`config.mk`:
```
export PLATFORM = sky130hd
export DESIGN_NAME = fetch_pipe_flat
export DESIGN_NICKNAME = d
export VERILOG_FILES = /design/src/rtl/fetch_pipe_if.sv /design/src/rtl/fetch_pipe.sv /design/src/flat_wrapper.sv
export SDC_FILE = /design/constraint.sdc
export NUM_CORES = 1
export LEC_CHECK = 0
export BUFFER_PORTS_ARGS = -buffer_cell sky130_fd_sc_hd__buf_4
export CORE_AREA = 2 2 127 129
export CTS_BUF_LIST = sky130_fd_sc_hd__clkbuf_4
export DETAILED_ROUTE_END_ITERATION = 8
export DIE_AREA = 0 0 129 131
export MAX_ROUTING_LAYER = met4
export PLACE_DENSITY = 0.68
export SLEW_MARGIN = 10
export SYNTH_ARGS = -nofsm -noshare
export SYNTH_HDL_FRONTEND = slang
export SYNTH_SLANG_ARGS = --single-unit
```
`constraint.sdc`:
```
create_clock -name clk -period 4.3 [get_ports clk]
set_input_delay 1.075 -clock clk [delete_from_list [all_inputs] [get_ports clk]]
set_output_delay 1.075 -clock clk [all_outputs]
set_load 0.005 [all_outputs]
```
`src/rtl/fetch_pipe_if.sv`:
```
// Instruction/PC/valid bundle carried between fetch and decode.
// The producer drives it through the master modport; the consumer reads it through slave.
interface fetch_pipe_if #(
  parameter int INSTR_W = 32,
  parameter int PC_W    = 64
);
  logic [INSTR_W-1:0] instr;
  logic [PC_W-1:0]    pc;
  logic               valid;

  modport master (output instr, output pc, output valid);
  modport slave  (input  instr, input  pc, input  valid);
endinterface

```
`src/rtl/fetch_pipe.sv`:
```
// Fetch-to-decode register chain of DEPTH stages with stall, flush-to-NOP and
// saturating debug counters. Outputs come straight from the oldest stage.
module fetch_pipe #(
  parameter int          INSTR_W  = 32,
  parameter int          PC_W     = 64,
  parameter int          DEPTH    = 1,
  parameter logic [31:0] NOP_WORD = 32'hD503201F,
  parameter int          CNT_W    = 16
) (
  input  logic             clk,
  input  logic             reset,
  fetch_pipe_if.slave      src,
  fetch_pipe_if.master     dst,
  input  logic             stall,
  input  logic             flush,
  output logic             fetch_hold,
  output logic [CNT_W-1:0] stall_count,
  output logic [CNT_W-1:0] flush_count
);

  if (DEPTH < 1 || DEPTH > 4) begin : g_bad_depth
    $error("fetch_pipe: DEPTH must be in 1..4");
  end

  localparam logic [INSTR_W-1:0] NOP = INSTR_W'(NOP_WORD);

  typedef struct packed {
    logic               valid;
    logic [INSTR_W-1:0] instr;
    logic [PC_W-1:0]    pc;
  } stage_t;

  localparam stage_t BUBBLE = '{valid: 1'b0, instr: NOP, pc: '0};

  stage_t pipe [DEPTH];
  stage_t head;

  // Invalid fetches enter as canonical bubbles so decode never sees stale fields.
  always_comb begin
    head = BUBBLE;
    if (src.valid) begin
      head.valid = 1'b1;
      head.instr = src.instr;
      head.pc    = src.pc;
    end
  end

  // NOTE: every stage is reset (this is a short flop chain, not a RAM) because the
  // invalid => NOP/pc 0 invariant must hold on the very first cycle out of reset.
  always_ff @(posedge clk) begin
    if (reset || flush) begin
      for (int k = 0; k < DEPTH; k++) pipe[k] <= BUBBLE;
    end else if (!stall) begin
      pipe[0] <= head;
      for (int k = 1; k < DEPTH; k++) pipe[k] <= pipe[k-1];
    end
  end

  always_ff @(posedge clk) begin
    if (reset) begin
      stall_count <= '0;
      flush_count <= '0;
    end else if (flush) begin
      if (flush_count != '1) flush_count <= flush_count + CNT_W'(1);
    end else if (stall) begin
      if (stall_count != '1) stall_count <= stall_count + CNT_W'(1);
    end
  end

  // NOTE: reset is folded in so the PC unit is never told to hold while the
  // pipeline is being cleared, even if the hazard unit drives stall during reset.
  assign fetch_hold = stall & ~flush & ~reset;

  assign dst.valid = pipe[DEPTH-1].valid;
  assign dst.instr = pipe[DEPTH-1].instr;
  assign dst.pc    = pipe[DEPTH-1].pc;

endmodule

```
`src/flat_wrapper.sv`:
```
// flat-port wrapper written by rule: the top's interface ports become plain ports
module fetch_pipe_flat 
#(
  parameter int          INSTR_W  = 32,
  parameter int          PC_W     = 64,
  parameter int          DEPTH    = 1,
  parameter logic [31:0] NOP_WORD = 32'hD503201F,
  parameter int          CNT_W    = 16
)
  (clk, reset, stall, flush, fetch_hold, stall_count, flush_count, src_instr, src_pc, src_valid, dst_instr, dst_pc, dst_valid);
  fetch_pipe_if #(.INSTR_W(INSTR_W), .PC_W(PC_W)) src_i ();
  fetch_pipe_if #(.INSTR_W(INSTR_W), .PC_W(PC_W)) dst_i ();
  input  logic clk;
  input  logic reset;
  input  logic stall;
  input  logic flush;
  output logic fetch_hold;
  output logic [CNT_W-1:0] stall_count;
  output logic [CNT_W-1:0] flush_count;
  input wire logic [$bits(src_i.instr)-1:0] src_instr;
  input wire logic [$bits(src_i.pc)-1:0] src_pc;
  input wire logic [$bits(src_i.valid)-1:0] src_valid;
  output wire logic [$bits(dst_i.instr)-1:0] dst_instr;
  output wire logic [$bits(dst_i.pc)-1:0] dst_pc;
  output wire logic [$bits(dst_i.valid)-1:0] dst_valid;
  assign src_i.instr = src_instr;
  assign src_i.pc = src_pc;
  assign src_i.valid = src_valid;
  assign dst_instr = dst_i.instr;
  assign dst_pc = dst_i.pc;
  assign dst_valid = dst_i.valid;
  fetch_pipe #(.INSTR_W(INSTR_W), .PC_W(PC_W), .DEPTH(DEPTH), .NOP_WORD(NOP_WORD), .CNT_W(CNT_W)) u_core (.clk(clk), .reset(reset), .src(src_i), .dst(dst_i), .stall(stall), .flush(flush), .fetch_hold(fetch_hold), .stall_count(stall_count), .flush_count(flush_count));
endmodule
```
==> results of run 1 <==
==> critical path, stage by stage <==
cell	delay, ns
buf_4	0.14
nand2b_1	0.18
nor2_1	0.27
buf_4	0.17
==> sequential cells by signal, indices dropped and copies added, names as in the netlist <==
signal and cells:
u_core.flush_count 16, u_core.stall_count 16, u_core.pipe 97
==> worst paths after layout <==
path	depth (start not counted)	slack, ns	start	end
worst max register to register	4	2.26	u_core.stall_count[8]$_SDFFE_PP0P_	u_core.stall_count[1]$_SDFFE_PP0P_
worst min-delay path	2	0.52	u_core.flush_count[10]$_SDFFE_PP0P_	u_core.flush_count[10]$_SDFFE_PP0P_
worst min register to register	2	0.52	u_core.flush_count[10]$_SDFFE_PP0P_	u_core.flush_count[10]$_SDFFE_PP0P_
worst max-delay path	4	1.39	flush	fetch_hold
==> area by class of cell <==
class | count | share of cell area
sequential | 129 | 0.4744
timing repair buffer | 232 | 0.2352
multi-input combinational | 247 | 0.2092
tap | 216 | 0.03608
clock inverter | 15 | 0.02422
clock buffer | 17 | 0.01704
inverter | 7 | 0.003842
==> per-layer routing <==
layer	part of all wire	vias up	routed length, um
met2	0.52	161	6952
li1	-	1940	-
met5	0	-	0
met1	0.39	1942	5245
met3	0.075	10	1002
met4	0.0095	0	127
==> cell usage after synthesis, types with 2 or more instances <==
cell / count / area [um2]
edfxtp_1: 97 / 2913
and2_1: 83 / 519.3
dfxtp_1: 32 / 640.6
a21oi_1: 24 / 120.1
clkbuf_1: 16 / 60.06
nand2b_1: 15 / 93.84
or3_1: 14 / 87.58
nand2_1: 13 / 48.80
nor2_1: 12 / 45.04
nand3_1: 10 / 50.05
o21ai_0: 10 / 50.05
o31ai_1: 10 / 75.07
nand4_1: 9 / 56.30
or4_1: 9 / 67.56
inv_1: 7 / 26.28
and4_1: 4 / 35.03
nor2b_1: 4 / 25.02
mux2_2: 3 / 33.78
a211oi_1: 2 / 15.01
a31oi_1: 2 / 12.51
and3_1: 2 / 12.51
ha_1: 2 / 25.02
nor3_1: 2 / 10.01
o21bai_1: 2 / 15.01
o41ai_1: 2 / 17.52
==> power by group through the flow <==
stage | logic [mW] | registers [mW] | clock network, mW
after CTS | 0.211 | 1.41 | 0.920
after global routing | 0.228 | 1.41 | 0.971
after global placement | 0.208 | 1.43 | 0
final | 0.209 | 1.40 | 0.893
after floorplan | 0.0401 | 1.44 | 0
after detailed placement | 0.210 | 1.43 | 0
==> cell usage in the layout, fill, tap and decap left out, drive strengths merged, types with 4 or more instances in the layout <==
cell type and count:
nor2 12, and2 83, o31ai 10, inv 11, clkbuf 17, and4 4
nand2 13, or3 15, a21oi 24, dfxtp 32, clkinvlp 4, nand2b 15
nor2b 4, o21ai 10, buf 232, nand4 10, nand3 10, or4 9
clkinv 4, edfxtp 97
==> metrics by stage <==
| step | worst slack, ns | instances | total power [mW] | cell area [um2] | hold slack, ns |
|---|---|---|---|---|---|
| after global placement | 1.372 | 830 | 1.639 | 7153 | 0.4975 |
| final | 1.387 | 863 | 2.505 | 7490 | 0.5226 |
| after detailed placement | 1.333 | 830 | 1.644 | 7153 | 0.5102 |
| after global routing | 1.333 | 863 | 2.608 | 7490 | 0.5685 |
| after floorplan | 0.2362 | 400 | 1.478 | 5202 | 0.4887 |
| after CTS | 1.386 | 862 | 2.536 | 7462 | 0.5274 |
==> cell families after synthesis <==
logic type,share of synthesized area
buffers and inverters,0.01756
xor gates and xnor gates,0.001684
DFF,0.6830
AOI/OAI and AO/OA,0.06734
muxes,0.008417
adders and majority gates,0.004809
and+or+nand+nor,0.2172
==> results by group, run 1 <==
Synth
  – Sequential share of the synthesized area: 0.6830
  – Asr flop ratio synth: 0
  – Synth Flop Type: edfxtp_1
  – Post-synth EDFFs: 97
  – Netlist cell types: 39
  – #FFs+latches synth: 129
  – Synth warn: 0
  – Mapped Avg Cell Area: roughly 13 um2
  – Synthesized area: 5202 um2
  – Syn nets: 503
  – Post-synthesis instance total: 400

Finish
  – Multi-input logic area: roughly 1600 um2
  – Fill count: about 1400
  – # diodes: 0
  – Area Growth Syn to Fin: 43.96%
  – Final core utilization: 0.4802
  – Fraction of layout cells with a size suffix above 1: 0.4204
  – Sequential cell area: about 3600 um2
  – Final #Nets: approximately 740

Placed design
  – Placer Congestion: about 0.78
  – Port bufs: 230
  – Detail Placement HPWL: roughly 9600 um

Critical path
  – Kind of critical path: input port to output pin
  – CP arrival: around 1.8 ns
  – Worst setup EP type: output pin
  – CP Max Fanout: 8
  – Worst setup SP type: input port
  – WP data required: roughly 3.2 ns

Pwr
  – Clock power frac: 0.356
  – Total leakage power: 3.169 nW
  – Sw frac: 0.2315
  – Net Switching: slightly below 600 uW
  – Flop pwr share: 0.560
  – P_int: 1.925 mW
  – PwrDens: ~330 nW/um2
  – Logic pwr share: 0.083
  – Peak supply drop: ~0.00015 V

Timing
  – Final Hold Fails: 0
  – Worst clock skew: between 0.01 and 0.015 ns
  – Fin crit period: around 3 ns
  – Unrepaired setup endpoints after global routing: no
  – Final Slew Violations: 0
  – Slew @ Worst Pin: approximately 0.85 ns
  – # setup viols final: 0
  – Worst slew margin relative to its limit: 0.4293
  – Achievable clock frequency: approximately 0.34 GHz
  – Tcrit/Tclk final: 0.6774
  – Total negative slack: 0 ns

Clock tree
  – CTS Hold Buffers Added: 0
  – H-tree Lvls: 4
  – TritonCTS clock tree: yes
  – Clk root buf: clkbuf_4
  – PostCTS Resize Cnt: 0
  – Sink Count: 129
  – CTS Buffer Depth: 2
  – Clk slew on worst S/H paths: between 0.1 and 0.15 ns
  – Buffer count from post-CTS setup fixing: 0
  – Num CTS Buffers: 17
  – Clk Latency, worst-skew pair: 0.53 ns

GRT
  – Gr ovfl total: 0
  – Largest net degree at the start of global routing: about 100
  – GR peak layer: met2
  – Vias in the first global route: 3807
  – Initial antenna violation count: 0
  – Met1 GRT Util: 0.1739
  – First-pass GRT wire length: just under 20000 um
  – M3 GR Usage: 0.05252
  – GRT met2 Usage: 0.2702
  – GRT Total Usage: 0.1575

Drt
  – DRT Pass-1 Iters: 4
  – Post-DR wirelength/cell: 15.44 um
  – DRC: 0
  – Routed Antenna Nets: 0
  – Final WL: ~13000 um
  – Via/cell ratio: 4.696
  – DR iter-0 viols: around 220
  – Via count: just over 4000

Job
  – Max-cap violations: 0

Status
  – Status: complete, no violations

Floorplan
  – Die footprint: 16900 um2
  – Area of the core: roughly 16000 um2
  – IO Count: between 200 and 250
  – Die height: ~130 um
  – Die Width: ~130 um
  – Starting Density: 0.3335
  – Row count: 46

Worst hold path
  – Hold crit path type: flop to flop
No activity file was read; power rests on OpenSTA's default activity.
==> run 2: changes to the inputs <==
==> constraint.sdc (replaced) <==
create_clock -name clk -period 3.04 [get_ports clk]
set_input_delay 0.76 -clock clk [delete_from_list [all_inputs] [get_ports clk]]
set_output_delay 0.76 -clock clk [all_outputs]
set_load 0.005 [all_outputs]
==> results by group, run 2 (synthesis results as in run 1) <==
Status
  – Status: complete, no violations (unchanged)

Drt
  – DRT Pass-1 Iters: 4 (unchanged)
  – DRC: 0 (unchanged)
  – Post-DR wirelength/cell: 15.28 um (was 15.44 um)
  – Via/cell ratio: 4.683 (was 4.696)
  – Final WL: 13210 um (was 13330 um)
  – Via count: 4046 (was 4053)
  – DR iter-0 viols: 178 (was 219)
  – Routed Antenna Nets: 0 (unchanged)

Critical path
  – WP data required: 2.28 ns (was 3.22 ns)
  – Most frequent CP cell: buf_4 (unchanged)
  – CP Max Fanout: 8 (unchanged)
  – Worst setup EP type: output pin (unchanged)
  – Kind of critical path: input port to output pin (unchanged)
  – Worst path bufs/invs: 2 (unchanged)
  – Worst path top cell family by delay: simple AND/OR/NAND/NOR gates (unchanged)
  – CP arrival: 1.43 ns (was 1.84 ns)
  – Worst path max stage delay: 0.22 ns (was 0.27 ns)
  – Slowest-stage cell, CP: nand2b_1 (was nor2_1)
  – Worst setup SP type: input port (unchanged)
  – Critical-path cell list: buf_4 > nand2b_1 > nor2_4 > buf_4 (was buf_4 > nand2b_1 > nor2_1 > buf_4)

Pwr
  – P_int: 2.643 mW (was 1.925 mW)
  – Net Switching: 817.4 uW (was 580.0 uW)
  – Clock power frac: 0.341 (was 0.356)
  – Flop pwr share: 0.573 (was 0.560)
  – Logic pwr share: 0.086 (was 0.083)
  – PnR Total Power: 3.460 mW (was 2.505 mW)
  – Total leakage power: 3.161 nW (was 3.169 nW)
  – Sw frac: 0.2362 (was 0.2315)
  – Peak supply drop: 0.0001743 V (was 0.0001495 V)
  – PwrDens: 462.3 nW/um2 (was 334.5 nW/um2)

GRT
  – Vias in the first global route: 3729 (was 3807)
  – Largest net degree at the start of global routing: 98 (unchanged)
  – GRT Total Usage: 0.1579 (was 0.1575)
  – First-pass GRT wire length: 19370 um (was 19620 um)
  – Initial antenna violation count: 1 (was 0)
  – Gr ovfl total: 0 (unchanged)

Placed design
  – Port bufs: 230 (unchanged)
  – Placer Congestion: 0.7837 (unchanged)
  – Detail Placement HPWL: 9478 um (was 9638 um)
  – Post-Place Cells: 831 (was 830)

Clock tree
  – Buffer count from post-CTS setup fixing: 0 (unchanged)
  – Clk root buf: clkbuf_4 (unchanged)
  – CTS Buffer Depth: 2 (unchanged)
  – H-tree Lvls: 4 (unchanged)
  – TritonCTS clock tree: yes (unchanged)
  – PostCTS Resize Cnt: 0 (unchanged)
  – Sink Count: 129 (unchanged)
  – Clk Latency, worst-skew pair: 0.52 ns (was 0.53 ns)
  – Num CTS Buffers: 17 (unchanged)
  – CTS Hold Buffers Added: 0 (unchanged)
  – Clk slew on worst S/H paths: 0.12 ns (about the same)

Timing
  – Worst clock skew: 0.01038 ns (was 0.01295 ns)
  – # setup viols final: 0 (unchanged)
  – Unrepaired setup endpoints after global routing: no (unchanged)
  – Fin crit period: around 2.2 ns
  – Total negative slack: 0 ns (unchanged)
  – Slew @ Worst Pin: 0.7991 ns (was 0.8531 ns)
  – Worst slew margin relative to its limit: 0.4654 (was 0.4293)
  – Final Slew Violations: 0 (unchanged)
  – Final Hold Fails: 0 (unchanged)
  – Tcrit/Tclk final: 0.7204
  – Achievable clock frequency: about 0.46 GHz

Finish
  – Fin cells: 864 (was 863)
  – Area Growth Syn to Fin: 43.87% (was 43.96%)
  – Most flop-heavy register: u_core.pipe (unchanged)
  – Most common cell after layout, fill and taps aside: buf_4 (unchanged)
  – Largest register FFs: 97 (unchanged)
  – Largest regs: u_core.pipe x97, u_core.flush_count x16, u_core.stall_count x16 (unchanged)
  – Final #Nets: 737 (unchanged)
  – Fraction of layout cells with a size suffix above 1: 0.4219 (was 0.4204)
  – Sequential cell area: 3553 um2 (unchanged)
  – Multi-input logic area: 1574 um2 (was 1567 um2)
  – Most frequent cells in the layout: buf_4 (230), edfxtp_1 (97), and2_1 (83), dfxtp_1 (32), a21oi_1 (24) (was buf_4 (231), edfxtp_1 (97), and2_1 (83), dfxtp_1 (32), a21oi_1 (24))
  – Fill count: 1423 (was 1405)

Floorplan
  – Starting Density: 0.3335 (unchanged)
  – Die Width: 129 um (unchanged)
  – Row count: 46 (unchanged)
  – IO Count: 231 (unchanged)
  – Area of the core: 15600 um2 (unchanged)
  – Die footprint: 16900 um2 (unchanged)
  – Die height: 131 um (unchanged)

Worst hold path
  – Hold crit path type: input port to flop (was flop to flop)

Job
  – Max-cap violations: 0 (unchanged)
[run 2: cell types whose count changed in the layout (fill, tap and decap cells not counted)]
| cell | delta |
|---|---|
| nor2_4 | +1 |
| buf_12 | +2 |
| buf_4 | -1 |
| diode_2 | +1 |
| clkinv_2 | +1 |
| bufinv_16 | -1 |
| clkinv_4 | +2 |
| inv_4 | -1 |
| inv_6 | -2 |
| inv_8 | +1 |
| buf_16 | -1 |
| nor2_1 | -1 |
[run 2: worst register-to-register path, delay by kind of cell (launching register included)]
kind,cells,cell delay (ns)
flops,1,0.49
compound gates,3,1.25
simple gates,1,0.27
[run 2: metal layers]
metal | global-route usage | part of all wire
met1 | 0.1831 | 0.40
met2 | 0.2540 | 0.50
met3 | 0.05171 | 0.080
met4 | 0.06586 | 0.015
met5 | - | 0
[run 2: worst paths after layout]
check                                                    startpoint                             endpoint  slack, ns  depth (start not counted)
worst min register to register  u_core.stall_count[15]$_SDFFE_PP0P_  u_core.stall_count[15]$_SDFFE_PP0P_       0.53                          2
worst max-delay path                                          flush                           fetch_hold       0.85                          4
worst min-delay path                                  src_instr[28]     u_core.pipe[0][92]$_SDFFCE_PN1P_       0.49                          2
worst max register to register   u_core.stall_count[8]$_SDFFE_PP0P_   u_core.stall_count[3]$_SDFFE_PP0P_       0.97                          4
[run 2: power by group through the flow]
stage / Clock (mW) / Combinational (mW) / Sequential (mW)
6_report: 1.18 / 0.297 / 1.98
5_1_grt: 1.29 / 0.321 / 1.99
4_1_cts: 1.22 / 0.301 / 1.99
3_5_place_dp: 0 / 0.299 / 2.03
3_3_place_gp: 0 / 0.296 / 2.02
2_1_floorplan: 0 / 0.0597 / 2.03
[run 2: cell type report]
| type | count | share of cell area |
|---|---|---|
| Inverter | 7 | 0.004012 |
| Antenna cell | 1 | 0.0003343 |
| Clock buffer | 17 | 0.01705 |
| Clock inverter | 15 | 0.02140 |
| Sequential cell | 129 | 0.4748 |
| Multi-Input combinational cell | 247 | 0.2103 |
| Tap cell | 216 | 0.03611 |
| Timing Repair Buffer | 232 | 0.2360 |
[run 2: through the flow]
stage          setup WS (ns)  utilization  cell area (um2)  hold slack, ns
2_1_floorplan        0.03438            -             5225          0.4874
3_3_place_gp          0.8276       0.4613             7194          0.4969
3_5_place_dp          0.8406       0.4613             7194          0.5051
4_1_cts               0.8523       0.4797             7482          0.4099
5_1_grt               0.7437       0.4799             7485          0.4188
6_report              0.8501       0.4799             7485          0.4887
==> run 3: changes to the inputs <==
--- a/config.mk
+++ b/config.mk
@@ -11,7 +11,7 @@
 export DETAILED_ROUTE_END_ITERATION = 8
 export DIE_AREA = 0 0 129 131
 export MAX_ROUTING_LAYER = met4
-export PLACE_DENSITY = 0.68
+export PLACE_DENSITY = 0.7
 export SLEW_MARGIN = 10
 export SYNTH_ARGS = -nofsm -noshare
 export SYNTH_HDL_FRONTEND = slang
==> constraint.sdc (replaced) <==
create_clock -name clk -period 1.9 [get_ports clk]
set_input_delay 0.475 -clock clk [delete_from_list [all_inputs] [get_ports clk]]
set_output_delay 0.475 -clock clk [all_outputs]
set_load 0.005 [all_outputs]
==> results by group, run 3 (synthesis results as in run 1) <==
GRT
  – M3 GR Usage: 0.05049 (was 0.05171)
  – First-pass GRT wire length: 19010 um (was 19370 um)
  – Met1 GRT Util: 0.1707 (was 0.1831)
  – GRT Total Usage: 0.1496 (was 0.1579)
  – GR peak layer: met2 (unchanged)
  – Largest net degree at the start of global routing: 98 (unchanged)
  – GRT met2 Usage: 0.2493 (was 0.2540)
  – Initial antenna violation count: 0 (was 1)
  – Gr ovfl total: 0 (unchanged)
  – Vias in the first global route: 3807 (was 3729)

Clock tree
  – Clk slew on worst S/H paths: 0.12 ns (about the same)
  – Sink Count: 129 (unchanged)
  – H-tree Lvls: 4 (unchanged)
  – Clk root buf: clkbuf_4 (unchanged)
  – Num CTS Buffers: 17 (unchanged)
  – TritonCTS clock tree: yes (unchanged)
  – Clk Latency, worst-skew pair: 0.51 ns (was 0.52 ns)
  – CTS Buffer Depth: 2 (unchanged)

Timing
  – # setup viols final: 0 (unchanged)
  – Fin worst setup slack: 0.1133 ns (was 0.8501 ns)
  – Final Hold Slack: 0.2202 ns (was 0.4887 ns)
  – Worst slew margin relative to its limit: 0.6299 (was 0.4654)
  – Total negative slack: 0 ns (unchanged)
  – Fin crit period: approximately 1.8 ns
  – Final Hold Fails: 0 (unchanged)
  – Worst clock skew: 0.01332 ns (was 0.01038 ns)
  – Tcrit/Tclk final: 0.9404
  – Slew @ Worst Pin: 0.5552 ns (was 0.7991 ns)
  – Final Slew Violations: 0 (unchanged)
  – Unrepaired setup endpoints after global routing: no (unchanged)
  – Achievable clock frequency: around 0.56 GHz

Finish
  – Fill count: 1385 (was 1423)
  – Area Growth Syn to Fin: 47.16% (was 43.87%)
  – Fraction of layout cells with a size suffix above 1: 0.4429 (was 0.4219)
  – Multi-input logic area: 1579 um2 (was 1574 um2)
  – # diodes: 0 (was 1)
  – Most flop-heavy register: u_core.pipe (unchanged)
  – Most common cell after layout, fill and taps aside: buf_4 (unchanged)
  – Largest register FFs: 97 (unchanged)
  – Largest regs: u_core.pipe x97, u_core.flush_count x16, u_core.stall_count x16 (unchanged)
  – Sequential cell area: 3555 um2 (was 3553 um2)
  – Final #Nets: 757 (was 737)
  – Most frequent cells in the layout: buf_4 (249), edfxtp_1 (97), and2_1 (83), dfxtp_1 (31), a21oi_1 (24) (was buf_4 (230), edfxtp_1 (97), and2_1 (83), dfxtp_1 (32), a21oi_1 (24))

Placed design
  – Placer Congestion: 0.8184 (was 0.7837)
  – Detail Placement HPWL: 9378 um (was 9478 um)
  – DP Worst Slack: 0.003541 ns (was 0.8406 ns)
  – Port bufs: 230 (unchanged)

Worst hold path
  – Hold crit path type: input port to flop (unchanged)

Drt
  – DR iter-0 viols: 208 (was 178)
  – Post-DR wirelength/cell: 14.69 um (was 15.28 um)
  – Final WL: 12960 um (was 13210 um)
  – DRC: 0 (unchanged)
  – Via count: 4105 (was 4046)
  – Routed Antenna Nets: 0 (unchanged)
  – DRT Pass-1 Iters: 5 (was 4)
  – Via/cell ratio: 4.654 (was 4.683)

Floorplan
  – Die Width: 129 um (unchanged)
  – Area of the core: 15600 um2 (unchanged)
  – Starting Density: 0.3335 (unchanged)
  – Die footprint: 16900 um2 (unchanged)
  – Die height: 131 um (unchanged)
  – Row count: 46 (unchanged)
  – IO Count: 231 (unchanged)

Critical path
  – Worst path max stage delay: 0.42 ns (was 0.22 ns)
  – Worst setup EP type: flop (was output pin)
  – Slowest-stage cell, CP: or3_4 (was nand2b_1)
  – CP arrival: 2.22 ns (was 1.43 ns)
  – CP Max Fanout: 8 (unchanged)
  – WP data required: 2.33 ns (was 2.28 ns)
  – Critical-path cell list: ha_1 > nand3_1 > or3_4 > or3_1 > a21oi_1 (was buf_4 > nand2b_1 > nor2_4 > buf_4)
  – Worst setup SP type: flop (was input port)
  – Kind of critical path: flop to flop (was input port to output pin)

Pwr
  – PwrDens: 730.8 nW/um2 (was 462.3 nW/um2)
  – Clock power frac: 0.345 (was 0.341)
  – Logic pwr share: 0.088 (was 0.086)
  – Net Switching: 1.245 mW (was 817.4 uW)
  – Peak supply drop: 0.0003539 V (was 0.0001743 V)
  – Sw frac: 0.2224 (was 0.2362)
  – Total leakage power: 3.280 nW (was 3.161 nW)
  – P_int: 4.351 mW (was 2.643 mW)
  – Flop pwr share: 0.567 (was 0.573)

Status
  – Status: complete, no violations (unchanged)

Job
  – Max-cap violations: 0 (unchanged)
## run 3: power groups by stage
stage               clock (mW)  sequential [mW]  combinational (mW)
floorplan                    0             3.25              0.0994
global placement             0             3.23               0.485
detailed placement           0             3.24               0.492
CTS                       2.01             3.17               0.498
global route              2.10             3.19               0.528
finish                    1.93             3.17               0.490
## run 3: cell type report
cell class,count,area share
inverter,7,0.003922
tap,216,0.03530
sequential,129,0.4643
clock inverter,14,0.02157
clock buffer,17,0.01667
multi-input combinational,247,0.2062
timing repair buffer,252,0.2520
## run 3: stage by stage
step | power (mW) | util | area, um2 | std cells
floorplan | 3.352 | - | 5245 | 400
global placement | 3.719 | 0.4704 | 7337 | 850
detailed placement | 3.731 | 0.4704 | 7337 | 850
CTS | 5.679 | 0.4905 | 7650 | 882
global route | 5.818 | 0.4909 | 7656 | 882
finish | 5.595 | 0.4909 | 7656 | 882
## run 3: path summary, 6_finish.rpt
check | slack, ns | from | cells past startpoint | to
max | 0.11 | u_core.stall_count[1]$_SDFFE_PP0P_ | 5 | u_core.stall_count[14]$_SDFFE_PP0P_
min | 0.22 | src_instr[26] | 2 | u_core.pipe[0][90]$_SDFFCE_PN1P_
max reg2reg | 0.11 | u_core.stall_count[1]$_SDFFE_PP0P_ | 5 | u_core.stall_count[14]$_SDFFE_PP0P_
min reg2reg | 0.52 | u_core.flush_count[1]$_SDFFE_PP0P_ | 2 | u_core.flush_count[1]$_SDFFE_PP0P_
## run 3: repair_timing
item	in CTS	in global routing
setup endpoints to repair	3	4
pin swaps	1	0
resized for setup	0	3
hold buffers	0	0
setup buffers	1	0
## run 3: worst max-delay path: cells and delay by family (launching register included)
family,cells,cell delay [ns]
AOI/OAI and AO/OA,1,0.14
adders and majority gates,1,0.21
DFF,1,0.41
and+or+nand+nor,3,0.95
## run 3: routing by layer
layer  up-vias  wire length, um
li1       1979                -
met4         0              113
met3         9             1034
met1      1954             5306
met2       163             6503
met5         -                0
